<file path="config.mk">
export PLATFORM = sky130hd
export DESIGN_NAME = riscv_lsu
export DESIGN_NICKNAME = d
export VERILOG_FILES = /design/src/rtl/riscv_lsu_pkg.sv /design/src/rtl/riscv_lsu_lane.sv /design/src/rtl/riscv_lsu.sv
export SDC_FILE = /design/constraint.sdc
export NUM_CORES = 1
export LEC_CHECK = 0
export ABC_CLOCK_PERIOD_IN_PS = 1900
export BUFFER_PORTS_ARGS = -buffer_cell sky130_fd_sc_hd__buf_2
export CORE_MARGIN = 1
export CORE_UTILIZATION = 35
export DETAILED_ROUTE_END_ITERATION = 16
export HOLD_SLACK_MARGIN = 0.12
export SYNTH_ARGS = -nofsm -noshare
export SYNTH_HDL_FRONTEND = slang
export SYNTH_SLANG_ARGS = --single-unit
</file>
<file path="constraint.sdc">
create_clock -name clk -period 1.9 [get_ports clk]
set_input_delay 0 -clock clk [delete_from_list [all_inputs] [get_ports clk]]
set_output_delay 0 -clock clk [all_outputs]
set_load 0.01 [all_outputs]
</file>
<file path="src/rtl/riscv_lsu_pkg.sv">
`default_nettype none
// ============================================================================
// Module      : riscv_lsu_pkg
// Description : Shared definitions for the RV32I load/store unit: funct3
//               width codes, FSM state encoding and the alignment legality
//               helper.
// Revision    : 1.0 - initial release
// ============================================================================
package riscv_lsu_pkg;

    // RV32I funct3 codes; stores reuse the low three as sb/sh/sw
    localparam logic [2:0] F3_B  = 3'b000;
    localparam logic [2:0] F3_H  = 3'b001;
    localparam logic [2:0] F3_W  = 3'b010;
    localparam logic [2:0] F3_BU = 3'b100;
    localparam logic [2:0] F3_HU = 3'b101;

    typedef enum logic [1:0] {
        ST_IDLE   = 2'd0,
        ST_ACCESS = 2'd1,
        ST_RESP   = 2'd2
    } lsu_state_e;

    // An access is legal when funct3 names a real width and the address is
    // naturally aligned to that width.
    function automatic logic access_legal(input logic [2:0] funct3,
                                          input logic [1:0] addr_lo);
        logic ok;
        ok = 1'b0;
        case (funct3)
            F3_B, F3_BU: ok = 1'b1;
            F3_H, F3_HU: ok = ~addr_lo[0];
            F3_W:        ok = (addr_lo == 2'b00);
            default:     ok = 1'b0;
        endcase
        return ok;
    endfunction

endpackage
`default_nettype wire

</file>
<file path="src/rtl/riscv_lsu_lane.sv">
`default_nettype none
// ============================================================================
// Module      : riscv_lsu_lane
// Description : Byte-lane steering: byte enables and store-data replication
//               for the word bus, plus load extraction and extension.
// Revision    : 1.0 - initial release
// ============================================================================
module riscv_lsu_lane
    import riscv_lsu_pkg::*;
(
    input  logic [2:0]  funct3_i,
    input  logic [1:0]  addr_lo_i,
    input  logic [31:0] wdata_i,
    input  logic [31:0] mem_rdata_i,
    output logic [3:0]  mem_be_o,
    output logic [31:0] mem_wdata_o,
    output logic [31:0] load_data_o
);

    // Bring the addressed byte/halfword down to bit 0
    logic [31:0] w_shift;
    assign w_shift = mem_rdata_i >> {addr_lo_i, 3'b000};

    // Width is carried by funct3[1:0]; funct3[2] selects zero-extension
    always_comb begin
        mem_be_o    = 4'b1111;
        mem_wdata_o = wdata_i;
        load_data_o = mem_rdata_i;
        case (funct3_i[1:0])
            2'b00: begin
                mem_be_o    = 4'b0001 << addr_lo_i;
                mem_wdata_o = {4{wdata_i[7:0]}};
                load_data_o = {{24{~funct3_i[2] & w_shift[7]}}, w_shift[7:0]};
            end
            2'b01: begin
                mem_be_o    = 4'b0011 << addr_lo_i;
                mem_wdata_o = {2{wdata_i[15:0]}};
                load_data_o = {{16{~funct3_i[2] & w_shift[15]}}, w_shift[15:0]};
            end
            default: begin
                mem_be_o    = 4'b1111;
                mem_wdata_o = wdata_i;
                load_data_o = mem_rdata_i;
            end
        endcase
    end

endmodule
`default_nettype wire

</file>
<file path="src/rtl/riscv_lsu.sv">
`default_nettype none
// ============================================================================
// Module      : riscv_lsu
// Description : RV32I load/store unit. Latches one datapath request, runs a
//               single word-bus transfer with a bounded wait for mem_ack and
//               reports completion with a one-cycle done/err pulse.
// Revision    : 1.0 - initial release
// ============================================================================
module riscv_lsu
    import riscv_lsu_pkg::*;
#(
    parameter int TIMEOUT = 16
) (
    input  logic        clk,
    input  logic        rst,
    input  logic        req,
    input  logic        we,
    input  logic [2:0]  funct3,
    input  logic [31:0] addr,
    input  logic [31:0] wdata,
    output logic [31:0] rdata,
    output logic        busy,
    output logic        done,
    output logic        err,
    output logic        mem_req,
    output logic        mem_we,
    output logic [31:0] mem_addr,
    output logic [3:0]  mem_be,
    output logic [31:0] mem_wdata,
    input  logic        mem_ack,
    input  logic [31:0] mem_rdata
);

    localparam int              CW       = $clog2(TIMEOUT + 1);
    localparam logic [CW-1:0]   CNT_LAST = CW'(TIMEOUT - 1);

    lsu_state_e    state_q, state_d;
    logic          we_q, we_d;
    logic [2:0]    f3_q, f3_d;
    logic [31:0]   addr_q, addr_d;
    logic [31:0]   wdata_q, wdata_d;
    logic [31:0]   rdata_q, rdata_d;
    logic [CW-1:0] cnt_q, cnt_d;
    logic          err_q, err_d;

    logic [3:0]    w_be;
    logic [31:0]   w_wdata;
    logic [31:0]   w_load;
    logic          w_access;

    riscv_lsu_lane u_lane (
        .funct3_i    (f3_q),
        .addr_lo_i   (addr_q[1:0]),
        .wdata_i     (wdata_q),
        .mem_rdata_i (mem_rdata),
        .mem_be_o    (w_be),
        .mem_wdata_o (w_wdata),
        .load_data_o (w_load)
    );

    // State and request registers; reset abandons any transfer in flight
    always_ff @(posedge clk) begin
        if (!rst) begin
            state_q <= ST_IDLE;
            we_q    <= 1'b0;
            f3_q    <= 3'b000;
            addr_q  <= 32'd0;
            wdata_q <= 32'd0;
            rdata_q <= 32'd0;
            cnt_q   <= '0;
            err_q   <= 1'b0;
        end else begin
            state_q <= state_d;
            we_q    <= we_d;
            f3_q    <= f3_d;
            addr_q  <= addr_d;
            wdata_q <= wdata_d;
            rdata_q <= rdata_d;
            cnt_q   <= cnt_d;
            err_q   <= err_d;
        end
    end

    // Next-state: accept in IDLE, wait for ack (ack wins on the last cycle)
    always_comb begin
        state_d = state_q;
        we_d    = we_q;
        f3_d    = f3_q;
        addr_d  = addr_q;
        wdata_d = wdata_q;
        rdata_d = rdata_q;
        cnt_d   = cnt_q;
        err_d   = err_q;
        case (state_q)
            ST_IDLE: begin
                if (req) begin
                    we_d    = we;
                    f3_d    = funct3;
                    addr_d  = addr;
                    wdata_d = wdata;
                    cnt_d   = '0;
                    if (access_legal(funct3, addr[1:0])) begin
                        state_d = ST_ACCESS;
                        err_d   = 1'b0;
                    end else begin
                        state_d = ST_RESP;
                        err_d   = 1'b1;
                    end
                end
            end
            ST_ACCESS: begin
                if (mem_ack) begin
                    state_d = ST_RESP;
                    err_d   = 1'b0;
                    if (!we_q) begin
                        rdata_d = w_load;
                    end
                end else if (cnt_q == CNT_LAST) begin
                    state_d = ST_RESP;
                    err_d   = 1'b1;
                end else begin
                    cnt_d = cnt_q + CW'(1);
                end
            end
            ST_RESP: begin
                state_d = ST_IDLE;
            end
            default: begin
                state_d = ST_IDLE;
            end
        endcase
    end

    // Bus outputs are only non-zero while a transfer is outstanding
    assign w_access  = (state_q == ST_ACCESS);
    assign mem_req   = w_access;
    assign mem_we    = w_access & we_q;
    assign mem_addr  = w_access ? {addr_q[31:2], 2'b00} : 32'd0;
    assign mem_be    = w_access ? w_be : 4'b0000;
    assign mem_wdata = w_access ? w_wdata : 32'd0;

    assign done  = (state_q == ST_RESP);
    assign err   = done & err_q;
    assign busy  = w_access | ((state_q == ST_IDLE) & req);
    assign rdata = rdata_q;

endmodule
`default_nettype wire

</file>
; ---- Yosys cells after proc, flatten, opt, wreduce, memory -nomap -nowiden
; Cells that the tools add are included.
[totals]
ff_bits = 108
out_inout_bits = 105
[classes]
add_sub_neg = 1
n_eq_ne = 12
shifts = 3
n_mux = 23
bitwise_logic = 9
n_reduce_logical = 12
[op_table]
columns = op, n
row1 = $pmux 32 s2, 2
row2 = $mux 32, 2
row3 = $shr 32x5->16, 1
row4 = $mux 5, 3
row5 = $pmux 5 s2, 1
row6 = $mux 2, 4
row7 = $pmux 4 s2, 1
row8 = $eq 3x3->1 const B, 2
row9 = $logic_not 2->1, 3
row10 = $mux 1, 6
row11 = $ne 2x2->1 const B, 3
row12 = $reduce_and 3->1, 2
row13 = $add 5x1->5 const B, 1
row14 = $and 1x1->1, 5
row15 = $eq 5x4->1 const B, 1
row16 = $eq 2x1->1 const B, 2
row17 = $mux 4, 1
row18 = $pmux 2 s2, 1
row19 = $reduce_and 2->1, 2
row20 = $reduce_and 4->1, 1
row21 = $reduce_or 2->1, 2
row22 = $shl 1x2->4 const A, 1
row23 = $shl 2x2->4 const A, 1
row24 = $eq 3x1->1 const B, 1
row25 = 9 further kinds, 11

; ---- Depth between registers and ports, before layout
[logic_depth]
ltp_word = 8
mapped_depth = 7
mapped_depth_nobuf = 7

; ---- Cells and area by module
; Synthesis repeated with hierarchy kept, for this count alone.
[unflattened]
hier_cells = 759
area_unflattened_um2 = 6079.6
[by_module_without_submodules]
columns = mod, n_inst, cells_per_inst, area_each_um2, seq_area_each_um2
row1 = riscv_lsu, 1, 568, 4743.3, 2162.1
row2 = riscv_lsu_lane, 1, 191, 1336.3, 0.0

; ---- Worst setup path before layout
; Ideal clock, no wire load.
[synth_path]
path_kind = flip-flop to flip-flop
from = register cnt_q[0]
to = register cnt_q[3]
t_arrival_ns = 1.646
t_required_ns = 1.786
setup_slack_ns = 0.140
stages_incl_launch_ff = 8
cell_sequence = dfxtp_1 ha_1 and3_1 ha_1 nor4b_2 nand4_1 xor2_1 nor2_1
[synth_between]
elab_chain_len = 4
elab_cells_between_ends = 7
classes_between = add/sub (1) / eq/ne (2) / mux (3) / reduce/logical (1)
[synth_rtl]
columns = item, line_no
row1 = "start, declared", riscv_lsu.sv:43  ; logic [CW-1:0] cnt_q, cnt_d;
row2 = "start signal, assigned", riscv_lsu.sv:79  ; cnt_q <= cnt_d;
row3 = $add 5x1->5, riscv_lsu.sv:122  ; cnt_d = cnt_q + CW'(1);
row4 = $mux 5, riscv_lsu.sv:118  ; end else if (cnt_q == CNT_LAST) begin
row5 = $mux 5, riscv_lsu.sv:112  ; if (mem_ack) begin
row6 = $pmux 5 s2, riscv_lsu.sv:94  ; case (state_q)
; Parallel ways exist; a longest one is shown, timed or not. The select of a mux whose other input is x is not followed.
; A chain may end at the register's enable or synchronous reset.

; ---- Worst setup path after layout
[layout_path]
from = register addr_q[1]
to = output port mem_be[2]
[layout_between]
elab_chain_len = 3
elab_cells_between_ends = 4
classes_between = shift (2) / mux (2)
[layout_rtl]
columns = item, line_no
row1 = "start, declared", riscv_lsu.sv:40  ; logic [31:0] addr_q, addr_d;
row2 = "start signal, assigned", riscv_lsu.sv:76  ; addr_q <= addr_d;
row3 = $shl 2x2->4 or $shl 1x2->4 (tied branches), "riscv_lsu_lane.sv:36, riscv_lsu_lane.sv:31"
row4 = $pmux 4 s2 *, riscv_lsu_lane.sv:29  ; case (funct3_i[1:0])
row5 = $mux 4 *, riscv_lsu.sv:139  ; assign mem_be = w_access ? w_be : 4'b0000;
row6 = "end, declared", riscv_lsu.sv:28  ; output logic [3:0] mem_be,
; Every way passes the cells marked *; elsewhere a longest branch is shown, timed or not.

==> impl_results.md <==
* Buffer and inverter count on the worst path at 2
* RSZ-0062 raised after global routing: false
* Drt wl/cell at 14.71 um
* Area share of the largest cell type after synthesis at 40.22%
* CP arrival at 1760 ps
* TritonCTS clock tree: yes
* Min Clock Period, post-route at 1760 ps
* Fin. max-slew vios at 0
* Fin crit share at 92.64%
* GRT Overall Usage at 21.57%
* DRT Pass-1 Iters at 5
* 1st-iter DRT viols at 363
* Netlist Area Pre-Place at 5375 um2
* DP Area at 6615 um2
* Row cnt at 44
* Final nets at 1090
* Die span in x at 125.9 um
* Critical path launch point: addr_q[1]$_SDFFE_PN0P_
* Total CTS buffers at 9
* Post-CTS setup buffer count at 0
* PD cells at 707.2 nW/um2
* Final Wtd Congestion at 0.8538
* CTS Buffer Depth at 2
* Fmax at 0.5681 GHz
* Startpoint types: flop
* Run status: finished clean
* Clock sink count at 108
* Via density per instance at 4.901
* Core ar. at 14750 um2
* Final setup viols at 0
* Final setup TNS at 0 ps
* Setup crit end kind: output port
* Post-route DRC at 0
* Worst r2r src: cnt_q[0]$_SDFFE_PN0P_
* CP delay by family, top: flip-flops
* CP Max Fanout at 10
* DP HPWL at 11420 um
* IO buf count at 206
* Die height at 125.9 um
* Max stage delay on crit path at 530 ps
* Static Leakage at 0.003529 uW
* Synth-to-Final Area Change at 48.56%
* Post-route core utilization at 54.12%
* CTS H-Tree Depth at 3
* Worst Path Required at 1900 ps
* Clk Latency, worst-skew pair at 360 ps
* Vias in the first global route at 5383
* Most area-consuming cells after synthesis: dfxtp_1 (40%), nand2_1 (14%), a21boi_0 (7.4%)
* Worst hold slack at 432.7 ps
* Design Area, Final at 7985 um2
* Reg area at 2166 um2
* Post-DRT Antenna Nets at 0
* Hold Fails Final Rpt at 0
* Final wirelength at 17270 um
* Global route overflow at 0
* Critical path class: flop to output port
* Commonest non-fill, non-tap cell in the layout: buf_2
* Overall via count from detail_route at 5754
* Layout cells sized above 1 at 26.29%
* Hold Crit Class: input pin to flop
* Starting Density at 36.43%
* Mean Syn Cell Area at 7.723 um2
* Synth Register Bits at 108
* Fillers at 1444
* Commonest non-fill, non-tap cells in the layout: buf_2 (206), nand2_1 (196), dfxtp_1 (105)
* IO Count at 209
* Worst reg-to-reg setup slack at 160 ps
* Worst path slowest cell: dfxtp_1
* CP cell instances: nor2b_2 -> buf_4 -> nor2_1 -> a21oi_1 -> buf_2
* Hold path startpoint: addr[11]
* Yosys warning count at 0
* Worst Clk Skew at 9.243 ps
* Cells after Synth at 696
* CTS root buf: clkbuf_16
* Reg clk slew, reported paths at 70 ps
* Max-cap viol count at 0
* Synth unique cells at 45
* Sequential area share after synthesis at 40.22%
* Largest net degree at the start of global routing at 70
* Dominant cell type by area after synthesis: dfxtp_1
* Slew headroom at 61.90%
* Antenna violations before repair at 1
* VDD IR max at 642.9 uV
* First-pass GRT wire length at 27120 um
* Worst Tran Pin Value at 570.4 ps
* Area of the multi-input gates at 2943 um2
* Die area at 15860 um2
==> layout make-up <==
cell class,count,share of cell area (%)
Antenna cell,1,0.03134
Timing Repair Buffer,335,28.83
Multi-Input combinational cell,526,36.85
Inverter,4,0.1880
Clock buffer,10,2.993
Sequential cell,108,27.12
Clock inverter,6,1.097
Tap cell,184,2.883
==> power by group <==
group | switching (uW) | internal (uW)
Clock | 883 | 1190
Sequential | 99.1 | 2400
Combinational | 556 | 521
==> worst min-delay path, cell delays in order <==
cell and delay [ps]:
dlygate4sd3_1 520, buf_2 110, nand2_1 40, a21boi_0 60
==> synthesized netlist by cell type (all sizes together) <==
library cell	number
o221ai	1
o22a	1
clkbuf	36
a22oi	9
a21boi	69
nor3b	2
o21a	1
mux2i	31
o21ai	28
nor2b	8
nor2	47
nand2	196
o211ai	2
clkinv	1
inv	3
and2	40
o211a	1
or3b	1
nand2b	8
xor2	2
or2	1
nand3b	2
ha	2
dfxtp	108
conb	1
and3	1
nand3	1
a31o	1
a22o	7
o32ai	7
nand4	1
buf	23
a21oi	28
o31a	1
nor4b	1
a31oi	24
==> cell families after synthesis <==
family,count (synthesis),share of synthesized area [%]
DFF,108,40.22
muxes,31,5.773
xor gates and xnor gates,2,0.3259
other,1,0.06977
and+or+nand+nor,309,25.42
AOI/OAI and AO/OA,180,22.51
adders and majority gates,2,0.4655
buffers and inverters,63,5.214
==> layer usage <==
| metal | up-vias | track usage [%] | part of all wire, % |
|---|---|---|---|
| met5 | - | 0 | 0 |
| met4 | 0 | 8.363 | 2.1 |
| met3 | 26 | 5.225 | 5.4 |
| met2 | 178 | 36.43 | 48 |
| met1 | 2651 | 26.43 | 44 |
| li1 | 2899 | - | - |
==> worst paths after layout <==
| check | endpoint | depth (start not counted) |
|---|---|---|
| min reg2reg | addr_q[26]$_SDFFE_PN0P_ | 2 |
| max | mem_be[2] | 5 |
| min | addr_q[11]$_SDFFE_PN0P_ | 4 |
| max reg2reg | cnt_q[3]$_SDFFE_PN0P_ | 8 |
==> registers in the layout, indices dropped and copies added (netlist names) <==
register and cells:
cnt_q 5, f3_q 3, state_q 2, addr_q 32, rdata 32, wdata_q 32, err_q 1, we_q 1
==> stage by stage <==
step | cells | total power, uW | worst slack [ps]
6_report | 1174 | 5647 | 139.8
4_1_cts | 1173 | 5705 | 15.40
3_5_place_dp | 1054 | 3450 | 171.5
3_3_place_gp | 1054 | 3446 | 176.7
5_1_grt | 1174 | 5931 | 1.836
2_1_floorplan | 697 | 3075 | 139.7
==> repair_timing <==
| action | 4_1_cts | 5_1_grt |
|---|---|---|
| cloned | 0 | 0 |
| pin swaps | 0 | 0 |
| hold endpoints to repair | 102 | 0 |
| hold buffers | 103 | 0 |
| resized for setup | 1 | 3 |
| endpoints found under the setup margin | 39 | 47 |
No activity file was read; power rests on OpenSTA's default activity.
